==> src/rtl/multi_button_conditioner.sv <==
// Multi-channel push-button conditioner: per-channel synchroniser, counter debouncer,
// press/release one-shots, long-press detection and auto-repeat, all in the clk domain.
module multi_button_conditioner #(
    parameter int CHANNELS        = 4,
    parameter int SYNC_BITS       = 3,
    parameter int DEBOUNCE_CYCLES = 64,
    parameter int LONG_CYCLES     = 27_000_000,
    parameter int REPEAT_CYCLES   = 6_750_000,
    parameter bit ACTIVE_LOW      = 1'b0
) (
    input  logic                clk,
    input  logic                rst,
    input  logic [CHANNELS-1:0] button,
    output logic [CHANNELS-1:0] level,
    output logic [CHANNELS-1:0] press,
    output logic [CHANNELS-1:0] release_pulse,
    output logic [CHANNELS-1:0] long_press,
    output logic [CHANNELS-1:0] repeat_pulse
);

    localparam int DB_W     = $clog2(DEBOUNCE_CYCLES);
    localparam int HOLD_MAX = (LONG_CYCLES > REPEAT_CYCLES) ? LONG_CYCLES : REPEAT_CYCLES;
    localparam int HOLD_W   = $clog2(HOLD_MAX + 1);

    localparam logic [DB_W-1:0]   DB_LAST  = DB_W'(DEBOUNCE_CYCLES - 1);
    localparam logic [HOLD_W-1:0] LONG_N   = HOLD_W'(LONG_CYCLES);
    localparam logic [HOLD_W-1:0] REPEAT_N = HOLD_W'(REPEAT_CYCLES);
    localparam logic [HOLD_W-1:0] HOLD_ONE = HOLD_W'(1);

    typedef enum logic [1:0] {
        IDLE   = 2'd0,
        HELD   = 2'd1,
        REPEAT = 2'd2
    } hold_state_t;

    logic [CHANNELS-1:0] button_act;

    // Everything downstream of this point is active-high.
    assign button_act = button ^ {CHANNELS{ACTIVE_LOW}};

    for (genvar ch = 0; ch < CHANNELS; ch++) begin : g_ch
        logic [SYNC_BITS-1:0] sync_q;
        logic [DB_W-1:0]      db_cnt_q;
        logic                 level_q;
        logic                 press_q;
        logic                 release_q;
        logic                 synced;
        logic                 flip;
        hold_state_t          state_q;
        hold_state_t          state_d;
        logic [HOLD_W-1:0]    hold_cnt_q;
        logic [HOLD_W-1:0]    hold_cnt_d;
        logic                 long_hit;
        logic                 repeat_hit;

        assign synced = sync_q[SYNC_BITS-1];
        assign flip   = (synced != level_q) && (db_cnt_q == DB_LAST);

        always_ff @(posedge clk or posedge rst) begin
            if (rst) begin
                sync_q    <= '0;
                db_cnt_q  <= '0;
                level_q   <= 1'b0;
                press_q   <= 1'b0;
                release_q <= 1'b0;
            end else begin
                sync_q <= {sync_q[SYNC_BITS-2:0], button_act[ch]};
                if (synced == level_q || flip) begin
                    db_cnt_q <= '0;
                end else begin
                    db_cnt_q <= db_cnt_q + 1'b1;
                end
                if (flip) begin
                    level_q <= ~level_q;
                end
                press_q   <= flip && !level_q;
                release_q <= flip && level_q;
            end
        end

        always_ff @(posedge clk or posedge rst) begin
            if (rst) begin
                state_q    <= IDLE;
                hold_cnt_q <= '0;
            end else begin
                state_q    <= state_d;
                hold_cnt_q <= hold_cnt_d;
            end
        end

        // Pulses decode registered state and are gated by level, so a release that
        // lands on a long/repeat boundary suppresses that pulse in the same cycle.
        always_comb begin
            state_d    = state_q;
            hold_cnt_d = hold_cnt_q;
            long_hit   = 1'b0;
            repeat_hit = 1'b0;
            case (state_q)
                IDLE: begin
                    if (press_q) begin
                        state_d    = HELD;
                        hold_cnt_d = HOLD_ONE;
                    end
                end
                HELD: begin
                    if (hold_cnt_q == LONG_N) begin
                        long_hit   = 1'b1;
                        hold_cnt_d = HOLD_ONE;
                        state_d    = REPEAT;
                    end else begin
                        hold_cnt_d = hold_cnt_q + 1'b1;
                    end
                end
                REPEAT: begin
                    if (REPEAT_CYCLES != 0) begin
                        if (hold_cnt_q == REPEAT_N) begin
                            repeat_hit = 1'b1;
                            hold_cnt_d = HOLD_ONE;
                        end else begin
                            hold_cnt_d = hold_cnt_q + 1'b1;
                        end
                    end
                end
                default: begin
                    state_d    = IDLE;
                    hold_cnt_d = '0;
                end
            endcase
            if (!level_q && state_q != IDLE) begin
                state_d    = IDLE;
                hold_cnt_d = '0;
                long_hit   = 1'b0;
                repeat_hit = 1'b0;
            end
        end

        assign level[ch]         = level_q;
        assign press[ch]         = press_q;
        assign release_pulse[ch] = release_q;
        assign long_press[ch]    = long_hit;
        assign repeat_pulse[ch]  = repeat_hit;
    end

endmodule

==> config.mk <==
export PLATFORM = sky130hd
export DESIGN_NAME = multi_button_conditioner
export DESIGN_NICKNAME = d
export VERILOG_FILES = /design/src/rtl/multi_button_conditioner.sv
export SDC_FILE = /design/constraint.sdc
export NUM_CORES = 1
export LEC_CHECK = 0
export CORE_UTILIZATION = 55
export CTS_CLUSTER_SIZE = 30
export DETAILED_ROUTE_END_ITERATION = 16
export PLACE_DENSITY_LB_ADDON = 0.1
export SLEW_MARGIN = 5
export SYNTH_ARGS = -nofsm -noshare
export SYNTH_HDL_FRONTEND = slang
export SYNTH_SLANG_ARGS = --single-unit
==> constraint.sdc <==
create_clock -name clk -period 7.7 [get_ports clk]
set_input_delay 1.925 -clock clk [delete_from_list [all_inputs] [get_ports clk]]
set_output_delay 1.925 -clock clk [all_outputs]
set_load 0.05 [all_outputs]
Word-level counts from Yosys, hierarchy flattened
Index checks and enable logic that the tools add are counted.
{ "totals": {"reg_bits": 156, "inputBits": 6, "out_inout_bits": 20, "wordCells": 180} }
{ "classes": {"n_addsub": 8, "n_eq_ne": 40, "muxes": 64, "bitwise": 4, "reduce_logical": 36} }
{ "op_table": {"columns": ["cell", "count"], "rows": [
  ["$mux 25", 16],
  ["$pmux 25 s3", 4],
  ["$add 25x1->25 const B", 4],
  ["$eq 25x23->1 const B", 4],
  ["$eq 25x25->1 const B", 4],
  ["$add 6x1->6 const B", 4],
  ["$eq 6x6->1 const B", 4],
  ["$mux 1", 24],
  ["$mux 2", 12],
  ["$mux 6", 4],
  ["$ne 3x3->1 const B", 8],
  ["$pmux 2 s3", 4],
  ["$logic_and 1x1->1", 16],
  ["$reduce_and 3->1", 4],
  ["$eq 2x1->1 const B", 4],
  ["$eq 2x2->1 const B", 4],
  ["$logic_not 2->1", 4],
  ["$ne 2x2->1 const B", 4],
  ["$reduce_bool 2->1", 4],
  ["$eq 1x1->1", 4],
  ["$logic_not 1->1", 4],
  ["$logic_or 1x1->1", 4],
  ["$ne 1x1->1", 4],
  ["$not 1->1", 4]
]} }

Longest topological paths before layout
Gate-level depths: netlist of run 1.
{ "depth": {"depth_word": 4, "depth_mapped": 10, "mapped_depth_nobuf": 8} }

Least setup slack after synthesis of run 1
Ideal clock, no wire load.
{ "synth_path": {"path_type": "register -> output", "from": "register g_ch[1].hold_cnt_q[0]", "to": "output long_press[1]", "t_arrival_ns": 1.884, "t_required_ns": 5.775, "path_slack_ns": 3.891, "path_stages_with_launch": 8, "path_buffers": 1, "cell_sequence": "dfrtp_1 inv_1 ha_1 nor3b_1 nand4_1 or3_1 nor3b_1 buf_4"} }
{ "synth_via": {"elab_chain_cells": 4} }
{ "synth_rtl": {"columns": ["item", "line_no", "text"], "rows": [
  ["from (decl)", "51", "logic [HOLD_W-1:0] hold_cnt_q;"],
  ["from (signal assigned)", "87", "hold_cnt_q <= hold_cnt_d;"],
  ["$eq 25x25->1", "106", "if (hold_cnt_q == LONG_N) begin"],
  ["$mux 1", "106", null],
  ["$mux 1", "98", "case (state_q)"],
  ["$mux 1", "129", "if (!level_q && state_q != IDLE) begin"],
  ["to (decl)", "17", "output logic [CHANNELS-1:0] long_press,"]
]} }
No other way between the ends.

Worst setup path after layout of run 1
Same ends and word-level chain as after synthesis.

==> results of run 1 <==
==> stage by stage <==
step,util,worst slack (ns),instance area (µm²),cells,total power (µW)
global route,0.6096,2.411,9233,1109,1742
finish,0.6096,2.622,9233,1109,1692
floorplan,-,1.568,8516,923,867.9
global placement,0.5715,3.156,8656,1078,878.0
detailed placement,0.5715,3.084,8656,1078,879.5
CTS,0.6096,2.594,9233,1109,1708
==> layout make-up <==
class	instances	share of cell area
clock buffers	21	0.04987
inverters	22	0.009486
clock inverters	10	0.01260
multi-input cells	684	0.4502
well taps	188	0.02548
repair buffers	28	0.02954
flip-flops and latches	156	0.4228
==> state kept, by name, summed over array words and instances (netlist names) <==
| name | cells |
|---|---|
| g_ch.release_q | 4 |
| g_ch.hold_cnt_q | 100 |
| g_ch.level_q | 4 |
| g_ch.state_q | 8 |
| g_ch.press_q | 4 |
| g_ch.sync_q | 12 |
| g_ch.db_cnt_q | 24 |
==> per-layer routing <==
metal / GRT usage / part of all wire / vias up
met5: 0 / 0 / -
met3: 0.04639 / 0.047 / 26
li1: - / - / 3317
met1: 0.3326 / 0.47 / 3351
met2: 0.3669 / 0.46 / 203
met4: 0.09213 / 0.015 / 0
==> layout by cell type, fill, tap and decap left out, types with 13 or more instances in the layout <==
master,synthesis,layout
nand2_1,88,88
xor2_1,33,33
clkbuf_16,0,17
a31oi_1,46,46
a22o_1,13,13
nor4_1,15,15
xnor2_1,15,15
dfrtp_1,156,156
and4_1,13,13
a21oi_1,45,45
clkdlybuf4s50_1,0,25
nor3b_1,14,14
o21ai_0,29,29
nor2_1,88,88
nor3_1,28,28
or3_1,14,14
nand3_1,59,59
and3_1,25,25
nand4_1,30,30
inv_1,22,21
==> how the worst max path moves through the flow <==
stage                          start                   to  slack [ns]  cells past startpoint
4_1_cts        g_ch[1].hold_cnt_q[0]        long_press[1]        2.59                      7
6_report       g_ch[1].hold_cnt_q[0]        long_press[1]        2.62                      7
5_1_grt        g_ch[1].hold_cnt_q[0]        long_press[1]        2.41                      7
2_1_floorplan                    rst  g_ch[0].db_cnt_q[0]        1.57                      1
3_3_place_gp   g_ch[1].hold_cnt_q[0]        long_press[1]        3.16                      7
3_5_place_dp   g_ch[1].hold_cnt_q[0]        long_press[1]        3.08                      7
==> cell families (layout without fill, tap and decap cells) <==
logic type | Yosys count | count (layout)
and+or+nand+nor | 441 | 441
muxes | 5 | 5
xor gates and xnor gates | 48 | 48
AOI/OAI and AO/OA | 178 | 178
buffers and inverters | 83 | 81
DFF | 156 | 156
adders and majority gates | 12 | 12
==> worst reg2reg max path, stage by stage, from the launching register on <==
cell      delay, ns
dfrtp_1        0.43
inv_1          0.09
ha_1           0.14
nor3b_1        0.37
nand4_1        0.13
o311ai_1       0.66
nand2_1        0.75
nor2_1         0.58
nor2_1         0.10
==> where the power goes <==
group / internal [µW] / switching (µW) / total (µW) / leakage [µW]
Clock: 493 / 336 / 829 / 0.000279
Combinational: 8.06 / 21.4 / 29.4 / 0.00144
Sequential: 828 / 5.40 / 833 / 0.00214
Total: 1330 / 363 / 1690 / 0.00386
==> out/metrics.yaml, run 1 <==
outcome:
  outcome: "completed"
logic_synthesis:
  synthSimpleGateAreaFrac: 0.2759
  ys_types: 69
  synth.area.top_cells: "dfrtp_1 46%, nand2_1 3.9%, nor2_1 3.9%, nand3_1 3.5%, xor2_1 3.4%"
  synthArstFlopShare: 1.000
  syn_nets: 941
  synth_flop_cell: "dfrtp_1"
  synth_top_family_by_area: "simple AND/OR/NAND/NOR gates"
  postSynthCellCount: 923
  synth_top_area_cell: "dfrtp_1"
  seq_area_frac_synth: 0.4584
  synth-xor-area-share: 0.04937
  synth_common_cells: "156 x dfrtp_1, 88 x nand2_1, 88 x nor2_1, 59 x nand3_1, 46 x a31oi_1"
  synth_compound_area_frac: 0.1371
  synth_most_common_cell: "dfrtp_1"
  synth.area.mux_share: 0.006465
  synth_top_area_frac: 0.4584
  yosys_warnings: 0
  synth_edf_count: 0
  synth_area_um2: 8516
  yosys.area_share.adder: 0.01763
  avgSynthCellArea_um2: 9.226
  ys_ff_latch: 156
worst_hold_path:
  hold_end: "g_ch[3].sync_q[1]"
  hold_path.startpoint: "g_ch[3].sync_q[0]"
  hold_path_depth: 0
  hp-class: "reg -> reg"
route:
  drc: 0
  drt-initial-drc-count: 637
  routed_wl_um: 18110
  firstDrtPassIters: 5
  drt-vias-per-instance: 6.219
  via_count: 6897
  ant_nets: 0
  routedWlPerCell_um: 16.33
clock_tree:
  cts_buffers: 17
  clkSinkCount: 156
  path_clk_slew_ns: 0.07
  post_cts_resized: 0
  root_buffer: "clkbuf_16"
  htreeDepth: 4
  post_cts_buffers: 0
  clk_latency_ns: 0.43
  cts_tree: "built"
  postCtsHoldBufs: 0
  cts_max_path_buffers: 2
timing:
  post-route-period-util: 0.6595
  max_freq_mhz: 196.9
  fin_skew_ns: 0.01497
  maxSlewViolCount: 0
  rsz0062_at_grt: "false"
  slew_headroom: 0.2284
  setup_violations: 0
  fin_crit_ns: 5.078
  hold_violations: 0
  tightest_slew_ns: 1.157
  fin_worst_hold_slack_ns: 0.3485
  tns_ns: 0
worst_setup_path:
  crit_top_cell: "nor3b_1"
  cp_top_family: "simple AND/OR/NAND/NOR gates"
  r2r_setup_slack_ns: 4.31
  path_cells: "inv_1, ha_1, nor3b_1, nand4_1, or3_1, nor3b_1, clkdlybuf4s50_1"
  path_class: "reg -> out"
  setup.worst_path.start_class: "flop"
  crit_buf_inv: 2
  rr_startpoint: "g_ch[3].hold_cnt_q[0]"
  critPathCaptureType: "output port"
  slowest_stage: "clkdlybuf4s50_1"
  arrival_ns: 3.15
  slowest_delay_ns: 0.83
  critPathMaxFanout: 8
  r2r_cells: 8
  r2r_end: "g_ch[3].hold_cnt_q[10]"
  timing.critical_path.required_ns: 5.78
finish:
  nFillCells: 1305
  drive_gt1_frac: 0.06623
  multi_input_comb_area_um2: 4156
  area.sequential_um2: 3904
  syn_to_final_growth_pct: 8.419
  final_net_count: 927
  diodes: 0
flow_run:
  drv_cap: 0
die:
  die_x_um: 126.4
  die_area_um2: 15980
  core_area_um2: 15150
  die_h_um: 126.4
  num_rows: 45
  start_util: 0.5622
  io_pins: 26
grt:
  antenna_found_initial: 0
  grt_pass1_wl_um: 30820
  grt_max_degree: 113
  track_usage: 0.2378
  first_global_vias: 6365
  grt_overflow: 0
power:
  max-vdd-ir-drop_v: 0.0001666
  p_per_area_nw_per_um2: 183.3
  leakage_uw: 0.003863
placement:
  hpwl_um: 12060
  gp_congestion: 0.9305
  io_buffers: 25
Power figures use the tool's default switching activity.
==> run 2: changes to the inputs <==
- clock period: 7.7 -> 4.3 ns (I/O delays scaled with it)
==> out/metrics.yaml, run 2 (synthesized netlist as in run 1, its figures left out) <==
route:
  ant_nets: 0  # unchanged
  drc: 0  # unchanged
  drt-initial-drc-count: 664  # +4.2%
  drt-vias-per-instance: 6.204  # -0.25%
  via_count: 6911  # +0.20%
  firstDrtPassIters: 6  # +1
  routedWlPerCell_um: 16.31  # -0.13%
  routed_wl_um: 18170  # +0.32%
finish:
  final_net_count: 931  # +0.43%
  largest_register_ffs: 100  # unchanged
  mostFrequentLayoutCells: "156 x dfrtp_1, 88 x nor2_1, 88 x nand2_1"
  fin_util: 0.6220  # +0.01239
  syn_to_final_growth_pct: 10.62
  top_regs: "g_ch.hold_cnt_q: 100 flops, g_ch.db_cnt_q: 24 flops, g_ch.sync_q: 12 flops"
  diodes: 0  # unchanged
  mostFrequentLayoutCell: "dfrtp_1"
  regMostFlops: "g_ch.hold_cnt_q"
  drive_gt1_frac: 0.07343  # +0.007202
die:
  core_area_um2: 15150  # unchanged
  die_x_um: 126.4  # unchanged
  io_pins: 26  # unchanged
  start_util: 0.5622  # unchanged
  num_rows: 45  # unchanged
  die_h_um: 126.4  # unchanged
  die_area_um2: 15980  # unchanged
power:
  p_per_area_nw_per_um2: 352.2  # +92%
  fin_total_pwr_uw: 3318  # +96%
  max-vdd-ir-drop_v: 0.0002971  # +78%
  leakage_uw: 0.003969  # +2.7%
clock_tree:
  postCtsHoldBufs: 0  # unchanged
  root_buffer: "clkbuf_16"
  cts_buffers: 17  # unchanged
  post_cts_buffers: 0  # unchanged
  path_clk_slew_ns: 0.06  # about the same
  cts_max_path_buffers: 2  # unchanged
  cts_tree: "built"
  clkSinkCount: 156  # unchanged
  clk_latency_ns: 0.43  # about the same
  htreeDepth: 4  # unchanged
grt:
  first_global_vias: 6509  # +2.3%
  track_usage: 0.2405  # +0.002718
  grt_overflow: 0  # unchanged
  grt_max_degree: 44  # -61%
  antenna_found_initial: 0  # unchanged
  grt_pass1_wl_um: 31120  # +0.99%
timing:
  tightest_slew_ns: 1.143  # -0.01431 ns
  setup_violations: 0  # unchanged
  maxSlewViolCount: 0  # unchanged
  fin_worst_hold_slack_ns: 0.3492  # +0.0006520 ns
  tns_ns: 0  # unchanged
  fin_skew_ns: 0.008872  # -0.006102 ns
  slew_headroom: 0.2379  # +0.009539
  fin_crit_ns: 4.113
  rsz0062_at_grt: "false"
  hold_violations: 0  # unchanged
  finalWorstSetupSlack_ns: 0.1873  # -2.434 ns
  max_freq_mhz: 243.1
  post-route-period-util: 0.9565
worst_setup_path:
  timing.critical_path.required_ns: 3.22  # -2.56 ns
  critPathMaxFanout: 6  # -2
  setup.worst_path.start_class: "flop"
  rr_startpoint: "g_ch[3].hold_cnt_q[0]"
  path_class: "reg -> out"
  startpoint: "g_ch[0].hold_cnt_q[12]"
  arrival_ns: 3.04  # -0.11 ns
  critPathCaptureType: "output port"
placement:
  dp_slack_ns: 0.5251  # -2.558 ns
  hpwl_um: 12200  # +1.2%
  io_buffers: 25  # unchanged
  gp_congestion: 0.9211  # -1.0%
worst_hold_path:
  hold_path.startpoint: "g_ch[0].sync_q[1]"
  hp-class: "reg -> reg"
flow_run:
  drv_cap: 0  # unchanged
outcome:
  outcome: "completed"
[run 2: through the flow]
step / cells / cell area, µm²
after floorplan: 923 / 8519
after global placement: 1082 / 8722
after detailed placement: 1082 / 8722
after CTS: 1114 / 9418
after global routing: 1114 / 9420
final: 1114 / 9420
[run 2: worst paths after layout]
check / endpoint / slack [ns] / cells after the start
hold / removal: g_ch[0].sync_q[2] / 0.35 / 0
min in group asynchronous: g_ch[2].sync_q[1] / 1.19 / 2
setup / recovery: long_press[0] / 0.19 / 5
max in group asynchronous: g_ch[3].level_q / 2.40 / 3
hold reg to reg: g_ch[0].sync_q[2] / 0.35 / 0
setup reg to reg: g_ch[3].hold_cnt_q[3] / 1.09 / 9
[run 2: repair_timing]
| item | in CTS | in global routing |
|---|---|---|
| hold endpoints to repair | 0 | 0 |
| resized for setup | 0 | 1 |
| endpoints found under the setup margin | 0 | 1 |
[run 2: final cells by class]
cell class | count | area (µm²)
well taps | 188 | 235.2
clock buffers | 18 | 439.2
clock inverters | 14 | 256.5
fillers | 1228 | 5725
repair buffers | 32 | 342.8
inverters | 22 | 86.33
flip-flops and latches | 156 | 3904
multi-input cells | 684 | 4156
[run 2: where the power goes]
group          internal [µW]  switching [µW]
Combinational           19.6            38.5
Clock                   1120             647
Sequential              1480            9.90
Total                   2620             695
[run 2: worst max-delay path: stages (launching register included)]
cell and delay (ns):
dfrtp_1 0.43, and4_1 0.35, nand3_1 0.18, nor4_1 0.57, and4_1 0.28, clkdlybuf4s50_1 0.80
[run 2: metal layers]
metal,part of all wire,routed length [µm],vias up,GRT usage
li1,-,-,3310,-
met1,0.47,8501,3374,0.3358
met2,0.47,8568,202,0.3747
met3,0.048,878,25,0.05314
met4,0.012,216,0,0.07654
met5,0,0,-,0
